--- src/rtl/note_pkg.sv ---
// Shared types and constants for the note judge and its score keeper.
// Latency: n/a (declarations only).
// Backpressure: n/a; the judge consumes one note row per eighth-beat and never stalls.
package note_pkg;

  localparam int NOTE_W          = 5;
  localparam int MAX_MULT        = 4;
  localparam int DEF_HIT_POINTS  = 10;
  localparam int DEF_STREAK_STEP = 8;

  typedef enum logic [1:0] {
    IDLE   = 2'd0,  // song not loaded, everything held clear
    EMPTY  = 2'd1,  // target row holds no note
    ARMED  = 2'd2,  // target row holds a note not yet judged
    JUDGED = 2'd3   // target row already hit or missed
  } judge_state_e;

  // Multiplier tier: 1 + streak/step, capped at MAX_MULT.
  function automatic logic [2:0] mult_of(input logic [7:0] streak, input logic [7:0] step);
    logic [7:0] tier;
    tier = streak / step;
    if (tier >= 8'(MAX_MULT - 1)) begin
      return 3'(MAX_MULT);
    end
    return 3'(tier + 8'd1);
  endfunction

endpackage

--- src/rtl/note_judge_score_keeper.sv ---
// Streak, multiplier and saturating score registers driven by judge events.
// Latency: streak/score update on the edge that registers the event; multiplier follows streak combinationally.
// Backpressure: none; accepts at most one event per cycle, clr has priority.
//
// Ports:
//   clk, resetn        clock and asynchronous active-low reset
//   hit_evt, miss_evt  judgement outcome for this cycle (mutually exclusive)
//   clr                synchronous clear back to the reset values
//   streak             consecutive hits, saturating at 255
//   multiplier         1..MAX_MULT, derived from the registered streak
//   score              accumulated points, saturating at 16'hFFFF
module score_keeper
  import note_pkg::*;
#(
  parameter int HIT_POINTS  = DEF_HIT_POINTS,
  parameter int STREAK_STEP = DEF_STREAK_STEP
) (
  input  logic        clk,
  input  logic        resetn,
  input  logic        hit_evt,
  input  logic        miss_evt,
  input  logic        clr,
  output logic [7:0]  streak,
  output logic [2:0]  multiplier,
  output logic [15:0] score
);

  logic [7:0]  streak_q, streak_d;
  logic [15:0] score_q, score_d;
  logic [16:0] pts;
  logic [16:0] sum;

  assign multiplier = mult_of(streak_q, 8'(STREAK_STEP));

  always_comb begin
    // Points use the multiplier in force before this hit bumps the streak.
    pts      = 17'(HIT_POINTS) * 17'(multiplier);
    sum      = {1'b0, score_q} + pts;
    streak_d = streak_q;
    score_d  = score_q;
    if (clr) begin
      streak_d = '0;
      score_d  = '0;
    end else if (hit_evt) begin
      streak_d = (streak_q == 8'hFF) ? 8'hFF : streak_q + 8'd1;
      score_d  = sum[16] ? 16'hFFFF : sum[15:0];
    end else if (miss_evt) begin
      streak_d = '0;
    end
  end

  always_ff @(posedge clk or negedge resetn) begin
    if (!resetn) begin
      streak_q <= '0;
      score_q  <= '0;
    end else begin
      streak_q <= streak_d;
      score_q  <= score_d;
    end
  end

  assign streak = streak_q;
  assign score  = score_q;

endmodule

--- src/rtl/note_judge.sv ---
// Scrolling note highway plus strum judge; grades the bottom row and keeps score.
// Latency: hit/miss and score registered one cycle after the strum or eight_beat edge.
// Backpressure: none; one row is accepted per eight_beat, one judgement per row.
//
// Ports:
//   clk, resetn          clock and asynchronous active-low reset
//   eight_beat           single-cycle step pulse; shifts the highway
//   load                 song active; low clears everything and idles
//   exp_notes[4:0]       row entering the highway on the next step (bit4 = leftmost fret)
//   frets[4:0], strum    player inputs, already synchronised/debounced
//   highway              row r at bits [5r+4:5r]; row HIGHWAY_DEPTH-1 is the target
//   hit, miss            one-cycle judgement pulses, never together
//   streak, multiplier, score   from the score keeper
// Build option: define NOTE_JUDGE_OVERSTRUM_EN to make a strum on an empty target count as a miss.
module note_judge
  import note_pkg::*;
#(
  parameter int HIGHWAY_DEPTH = 8,   // legal range 2..16
  parameter int HIT_POINTS    = DEF_HIT_POINTS,
  parameter int STREAK_STEP   = DEF_STREAK_STEP
) (
  input  logic                              clk,
  input  logic                              resetn,
  input  logic                              eight_beat,
  input  logic                              load,
  input  logic [NOTE_W-1:0]                 exp_notes,
  input  logic [NOTE_W-1:0]                 frets,
  input  logic                              strum,
  output logic [NOTE_W*HIGHWAY_DEPTH-1:0]   highway,
  output logic                              hit,
  output logic                              miss,
  output logic [7:0]                        streak,
  output logic [2:0]                        multiplier,
  output logic [15:0]                       score
);

  localparam int HW_W = NOTE_W * HIGHWAY_DEPTH;

  judge_state_e      state_q, state_d;
  logic [HW_W-1:0]   highway_q, highway_d;
  logic              hit_q, hit_d;
  logic              miss_q, miss_d;
  logic              clr;
  logic              judged;
  logic [NOTE_W-1:0] target;
  logic [NOTE_W-1:0] next_target;

  assign target      = highway_q[HW_W-1 -: NOTE_W];
  // Row that becomes the target once the current shift completes.
  assign next_target = highway_q[HW_W-NOTE_W-1 -: NOTE_W];

  always_comb begin
    state_d   = state_q;
    highway_d = highway_q;
    hit_d     = 1'b0;
    miss_d    = 1'b0;
    clr       = 1'b0;
    judged    = 1'b0;
    if (!load) begin
      state_d   = IDLE;
      highway_d = '0;
      clr       = 1'b1;
    end else if (state_q == IDLE) begin
      // First loaded cycle only arms the judge; inputs still ignored.
      state_d = EMPTY;
    end else begin
      // Strum is judged against the pre-shift target, before any shift below.
      if (strum) begin
        case (state_q)
          ARMED: begin
            judged  = 1'b1;
            state_d = JUDGED;
            if (frets == target) begin
              hit_d = 1'b1;
            end else begin
              miss_d = 1'b1;
            end
          end
          EMPTY: begin
`ifdef NOTE_JUDGE_OVERSTRUM_EN
            miss_d = 1'b1;
`endif
          end
          default: begin
          end
        endcase
      end
      if (eight_beat) begin
        highway_d = {highway_q[HW_W-NOTE_W-1:0], exp_notes};
        // A note leaving unjudged is a passed-note miss; a row judged
        // in this same cycle already produced its pulse.
        if (state_q == ARMED && !judged) begin
          miss_d = 1'b1;
        end
        state_d = (next_target != '0) ? ARMED : EMPTY;
      end
    end
  end

  always_ff @(posedge clk or negedge resetn) begin
    if (!resetn) begin
      state_q   <= IDLE;
      highway_q <= '0;
      hit_q     <= 1'b0;
      miss_q    <= 1'b0;
    end else begin
      state_q   <= state_d;
      highway_q <= highway_d;
      hit_q     <= hit_d;
      miss_q    <= miss_d;
    end
  end

  score_keeper #(
    .HIT_POINTS  (HIT_POINTS),
    .STREAK_STEP (STREAK_STEP)
  ) u_score_keeper (
    .clk        (clk),
    .resetn     (resetn),
    .hit_evt    (hit_d),
    .miss_evt   (miss_d),
    .clr        (clr),
    .streak     (streak),
    .multiplier (multiplier),
    .score      (score)
  );

  assign highway = highway_q;
  assign hit     = hit_q;
  assign miss    = miss_q;

endmodule

--- config.mk ---
export PLATFORM = sky130hd
export DESIGN_NAME = note_judge
export DESIGN_NICKNAME = d
export VERILOG_FILES = /design/src/rtl/note_pkg.sv /design/src/rtl/note_judge_score_keeper.sv /design/src/rtl/note_judge.sv
export SDC_FILE = /design/constraint.sdc
export NUM_CORES = 1
export LEC_CHECK = 0
export BUFFER_PORTS_ARGS = -buffer_cell sky130_fd_sc_hd__buf_4
export CELL_PAD_IN_SITES_DETAIL_PLACEMENT = 1
export CELL_PAD_IN_SITES_GLOBAL_PLACEMENT = 1
export CORE_AREA = 5 5 109 121
export CTS_BUF_LIST = sky130_fd_sc_hd__clkbuf_4 sky130_fd_sc_hd__clkbuf_8
export DETAILED_ROUTE_END_ITERATION = 16
export DIE_AREA = 0 0 114 126
export GPL_ROUTABILITY_DRIVEN = 0
export HOLD_SLACK_MARGIN = 0.05
export PLACE_DENSITY = 0.61
export SETUP_SLACK_MARGIN = 0.05
export SYNTH_ARGS = -nofsm -noshare
export SYNTH_HDL_FRONTEND = slang
export SYNTH_SLANG_ARGS = --single-unit
--- constraint.sdc ---
create_clock -name clk -period 4.04 [get_ports clk]
set_input_delay 0.404 -clock clk [delete_from_list [all_inputs] [get_ports clk]]
set_output_delay 0.404 -clock clk [all_outputs]
set_load 0.05 [all_outputs]
; ---- Word level (Yosys, flattened, before mapping)
; Cells that the tools add are included.
[op_classes]
n_addsub = 3
mul = 1
magnitude_cmp = 1
n_eq_ne = 9
muxes = 35
n_reduce_logical = 6
[ops]
columns = op, n
row1 = two-way mux 40 bit, 3
row2 = two-way mux 16 bit, 3
row3 = two-way mux 8 bit, 4
row4 = adder 16 x 7 -> 17 bit, 1
row5 = two-way mux 1 bit, 17
row6 = two-way mux 2 bit, 6
row7 = "adder 8 x 1 -> 8 bit, second input constant", 1
row8 = "== test 8 bit, second input constant", 1
row9 = "!= test 4 x 2 -> 1 bit, second input constant", 2
row10 = "multiplier 3 x 3 -> 6 bit, first input constant", 1
row11 = two-way mux 3 bit, 2
row12 = == test 5 bit, 1
row13 = ">= comparator 5 x 2 -> 1 bit, second input constant", 1
row14 = nonzero test 5 bit, 1
row15 = "!= test 2 bit, second input constant", 2
row16 = AND reduction 2 bit, 2
row17 = "adder 3 x 1 -> 3 bit, second input constant", 1
row18 = "!= test 3 x 1 -> 1 bit, second input constant", 1
row19 = "== test 2 bit, second input constant", 1
row20 = logical NOT 2 bit, 1
row21 = "!= test 2 x 1 -> 1 bit, second input constant", 1
row22 = logical AND 1 bit, 1
row23 = logical NOT 1 bit, 1
[totals]
ff_bits = 68
inputBits = 15
elab_cells = 61

; ---- Depth between registers and ports, before layout
[logic_depth]
ltp_word = 14
ltp_mapped = 14

; ---- By module
; Synthesis repeated with hierarchy kept, for this count alone.
[hier_totals]
hier_cells = 365
hier_area_um2 = 3350.7
[by_module_without_submodules]
columns = module, n_inst, cells_each, area_per_inst_um2
row1 = note_judge, 1, 195, 1801.7
row2 = score_keeper, 1, 170, 1549.0

; ---- Worst setup path after synthesis
; No wires, ideal clock.
[synth_path]
path_type = flip-flop to flip-flop
startpoint = register u_score_keeper.streak_q[3] (netlist: u_score_keeper.streak[3])
endpoint = register u_score_keeper.score_q[13] (netlist: u_score_keeper.score[13])
setup_ns = 0.069
arrival_ns = 4.442
required_time_ns = 3.971
path_slack_ns = -0.471
stages_incl_launch_ff = 14
n_path_buf = 0
cell_sequence = dfrtp_1 > ha_1 > nor4_1 > nand2_1 > nor2_1 > ha_1 > ha_1 > ha_1 > ha_1 > a21o_1 > a221oi_1 > nor3_2 > a41o_1 > nand3_2
[synth_via]
elab_chain_len = 8
elab_cells_between_ends = 9
classes_between = 2 x add/sub / 1 x mul / 1 x order compare / 5 x mux
[synth_lines]
columns = item, line_no
row1 = from (decl), note_judge_score_keeper.sv:28  ; logic [7:0] streak_q, streak_d;
row2 = from (signal assigned), note_judge_score_keeper.sv:57  ; streak_q <= streak_d;
row3 = >= comparator 5 x 2 -> 1 bit, note_pkg.sv:22  ; if (tier >= 8'(MAX_MULT - 1)) begin
row4 = two-way mux 1 bit, note_pkg.sv:22
row5 = two-way mux 3 bit *, note_pkg.sv:25  ; return 3'(tier + 8'd1);
row6 = net multiplier[2], note_judge.sv:33  ; output logic [2:0] multiplier,
row7 = multiplier 3 x 3 -> 6 bit *, note_judge_score_keeper.sv:37  ; pts = 17'(HIT_POINTS) * 17'(multiplier);
row8 = adder 16 x 7 -> 17 bit *, note_judge_score_keeper.sv:38  ; sum = {1'b0, score_q} + pts;
row9 = two-way mux 16 bit *, note_judge_score_keeper.sv:46  ; score_d = sum[16] ? 16'hFFFF : sum[15:0];
row10 = two-way mux 16 bit *, note_judge_score_keeper.sv:44  ; end else if (hit_evt) begin
row11 = two-way mux 16 bit *, note_judge_score_keeper.sv:41  ; if (clr) begin
row12 = to (signal assigned), note_judge_score_keeper.sv:58  ; score_q <= score_d;
row13 = to (decl), note_judge_score_keeper.sv:29  ; logic [15:0] score_q, score_d;
; The timed path passes the listed nets; every way through them passes the cells marked *. The select of a mux whose other input is x is not followed.
; A chain may end at the register's enable or synchronous reset.

; ---- Final worst setup path
[layout_path]
startpoint = register u_score_keeper.streak_q[3] (netlist: u_score_keeper.streak[3])
endpoint = register u_score_keeper.score_q[13] (netlist: u_score_keeper.score[13])
[layout_via]
elab_chain_len = 8
elab_cells_between_ends = 9
classes_between = 2 x add/sub / 1 x mul / 1 x order compare / 5 x mux
[layout_lines]
columns = item, line_no
row1 = >= comparator 5 x 2 -> 1 bit, note_pkg.sv:22
row2 = two-way mux 1 bit, note_pkg.sv:22
row3 = two-way mux 3 bit *, note_pkg.sv:25
row4 = multiplier 3 x 3 -> 6 bit *, note_judge_score_keeper.sv:37
row5 = adder 16 x 7 -> 17 bit *, note_judge_score_keeper.sv:38
row6 = two-way mux 16 bit *, note_judge_score_keeper.sv:46
row7 = two-way mux 16 bit *, note_judge_score_keeper.sv:44
row8 = two-way mux 16 bit *, note_judge_score_keeper.sv:41
; Mark *: on every way between the ends. The rest lies on a longest branch, timed or not. The select of a mux whose other input is x is not followed.

==> summary.md <==
| Metric | Value |
|---|---|
| Yosys top cell area share | `0.4954` |
| Post-synthesis xor/xnor area fraction | `0.02805` |
| Max VDD drop | `~0.00017 V` |
| Post-Syn Area | `approximately 3400 sq um` |
| H-tree depth | `3` |
| CTS tree | `built` |
| Vert. Die Dim | `126 um` |
| # setup viols final | `0` |
| R2r endpoint | `u_score_keeper.score[13]$_DFFE_PN0P_` |
| Setup Crit Path Kind | `flop to flop` |
| First-pass GRT wire length | `around 17 mm` |
| Crit-path max FO | `8` |
| Final Cycle Share | `0.8831` |
| Routed Antenna Nets | `0` |
| Status | `finished, final reports clean` |
| DIE WIDTH | `roughly 110 um` |
| Unique masters post-synth | `51` |
| Synth top area cells | `dfrtp_1 (50%), nand2_1 (11%), a21oi_1 (7.3%), ha_1 (4.0%), xnor2_1 (2.0%)` |
| Pin count of the biggest net entering global routing | `69` |
| LEAKAGE | `roughly 0.0021 uW` |
| Synth warn | `0` |
| Root Buffer | `clkbuf_8` |
| Hold WC Path Type | `input port to async pin` |
| Drt drc | `0` |
| Via count | `3,081` |
| Simple-gate portion of the synthesized area | `0.2128` |
| Clock sink count | `between 60 and 70` |
| Power density cells | `between 300 and 400 nW/um^2` |
| Register area share after synthesis | `0.4954` |
| R2R depth | `12` |
| Synthesized-area fraction occupied by ao, oa, aoi and oai cells | `0.1712` |
| Via/cell ratio | `5.067` |
| Setup TNS Final | `0 ns` |
| Die ar. | `about 14,000 sq um` |
| FFs w/ async S/R, synth | `1.000` |
| Combinational family with the most area after synthesis | `simple AND/OR/NAND/NOR gates` |
| Leading cell type in the layout, fill and taps excluded | `nand2_1` |
| GRT Total Usage | `0.1451` |
| WL/cell | `roughly 17 um` |
| Clk Latency, worst-skew pair | `about 0.34 ns` |
| Max_slew headroom | `0.4003` |
| Num rows | `42` |
| CTS Hold Buffers Added | `0` |
| Post-Synth Adder-Cell Area | `0.04590` |
| Layout Nets | `roughly 480` |
| Synth Instances | `370` |
| Router iterations before antenna repair | `4` |
| Initial cell density of the core | `0.2905` |
| TritonCTS buffer count | `9` |
| Worst Tran Pin Value | `between 0.8 and 0.9 ns` |
| Antenna Cells | `0` |
| Reg-to-Reg Start | `u_score_keeper.streak[3]$_DFFE_PN0P_` |
| Fin. Hold Viols | `0` |
| Tmin final | `about 3.6 ns` |
| Post-Syn Nets | `around 400` |
| Element type at the critical path start | `flop` |
| Grt ovf | `0` |
| Postcts setup bufs | `0` |
| WP data required | `approximately 4.3 ns` |
| I/O Buffers | `83` |
| Pins Over Slew Limit | `0` |
| WL final | `10.17 mm` |
| Mux cell area share after synthesis | `0.01749` |
| Area Overhead vs Synth | `29.36%` |
| Post-synth EDFFs | `0` |
| Layout cells sized above 1 | `0.2731` |
| Max-cap viol count | `0` |
| RSZ-0062 raised after global routing | `false` |
| Worst reg-to-reg setup slack | `~0.47 ns` |
| Fmax | `approximately 280 MHz` |
| Area leader, netlist | `dfrtp_1` |
| Clk_skew | `just over 0.008 ns` |
| Detailed Route Iter0 Violations | `140` |
| Syn avg cell area | `9.283 sq um` |
| Clk slew on worst S/H paths | `0.08 ns` |
| CP Data Arrival Time | `about 3.8 ns` |
| Clock buffer depth | `2` |
| Core area | `11,820 sq um` |
| DP Wirelength | `7.147 mm` |
| Most frequent cells in the layout | `nand2_1 (97), buf_4 (86), dfrtp_1 (68)` |
| IO Count | `84` |
| Synthesis-stage register bit count | `between 60 and 70` |
| Top FF cell, synth | `dfrtp_1` |
| Number of global-route vias before repair | `~3.3k` |
| Antenna violations before repair | `0` |
| Min Hold Slack | `~0.16 ns` |
| Endpoint type of the worst setup path | `flop` |
==> state kept, by name (all words and copies together), names as in the netlist <==
register,cells
miss,1
u_score_keeper.streak,8
state_q,2
highway,40
hit,1
u_score_keeper.score,16
==> worst max-delay path, stage by stage, from the launching register on <==
cell and delay, ns:
dfrtp_1 0.47, ha_1 0.27, nor4_2 0.32, nand2_2 0.15
ha_1 0.24, ha_1 0.19, ha_1 0.28, ha_1 0.38
and3_1 0.20, a221oi_1 0.11, nor3_2 0.50, a41o_1 0.27
nand3_2 0.07
==> power breakdown <==
part / switching [uW] / total, uW / internal (uW)
combinational: 70.2 / 94.3 / 24.1
clock: 263 / 632 / 368
sequential: 4.64 / 690 / 685
total: 338 / 1420 / 1080
==> logic make-up (layout without fill, tap and decap cells) <==
group,after synthesis,in the layout
XOR/XNOR,11,11
buffers and inverters,21,105
multiplexers,6,6
adder cells (fa/ha/maj),12,12
AND/OR/NAND/NOR,156,156
flip-flops,68,68
AO/OA/AOI/OAI,96,96
==> layout make-up <==
cell class              count  area, sq um
clock inverters             4        73.82
well taps                 154        192.7
clock buffers              11        145.1
multi-input cells         281         1664
fillers                  1404         7381
inverters                   4        20.02
repair buffers             86        645.6
flip-flops and latches     68         1702
==> per-stage QoR <==
stage	worst slack, ns	util	std cells	power, uW	instance area (sq um)
after floorplan	0.09203	-	370	752.0	3445
after global placement	0.5120	0.3560	593	799.4	4209
after detailed placement	0.3569	0.3560	593	800.6	4209
after CTS	0.3145	0.3745	608	1447	4428
after global routing	0.07553	0.3758	608	1489	4443
final	0.4723	0.3758	608	1416	4443
==> cells in the mapped netlist, types with 2 or more instances <==
master	instances
nor2_1	13
mux2i_1	6
nand3_1	9
nand2b_1	2
xor2_1	3
nand3_2	3
nor3_1	4
o211ai_1	2
nand2_1	98
dfrtp_1	68
a21oi_1	50
a31oi_1	4
o21ai_1	3
nand4_1	4
a211oi_1	2
ha_1	11
a22o_1	4
xnor2_1	8
nor4_1	3
a21o_1	5
inv_1	2
buf_6	2
nand4_2	2
o21ai_0	10
nor2b_1	2
buf_1	5
and3_1	7
clkbuf_1	9
a31o_2	2
o21ai_2	6
==> worst max-delay path by stage <==
stage	slack, ns	startpoint	cells past startpoint	endpoint
after detailed placement	0.36	u_score_keeper.streak[3]$_DFFE_PN0P_	12	u_score_keeper.score[13]$_DFFE_PN0P_
after CTS	0.31	u_score_keeper.streak[3]$_DFFE_PN0P_	12	u_score_keeper.score[1]$_DFFE_PN0P_
after global routing	0.08	u_score_keeper.streak[3]$_DFFE_PN0P_	12	u_score_keeper.score[15]$_DFFE_PN0P_
after floorplan	0.09	u_score_keeper.streak[3]$_DFFE_PN0P_	13	u_score_keeper.score[13]$_DFFE_PN0P_
final	0.47	u_score_keeper.streak[3]$_DFFE_PN0P_	12	u_score_keeper.score[13]$_DFFE_PN0P_
after global placement	0.51	u_score_keeper.streak[3]$_DFFE_PN0P_	12	u_score_keeper.score[1]$_DFFE_PN0P_
==> metal layers <==
layer  track usage  wire length (um)  share of wire
met1        0.1642              4090           0.40
met2        0.2488              5155           0.51
met3       0.04607               662          0.065
met4       0.06359               258          0.025
met5             0                 0              0
==> timing repair <==
action                     CTS  global route
hold endpoints to repair     0             0
gates resized for setup      0             2
setup endpoints to repair    0            13
No activity file was read; power rests on OpenSTA's default activity.
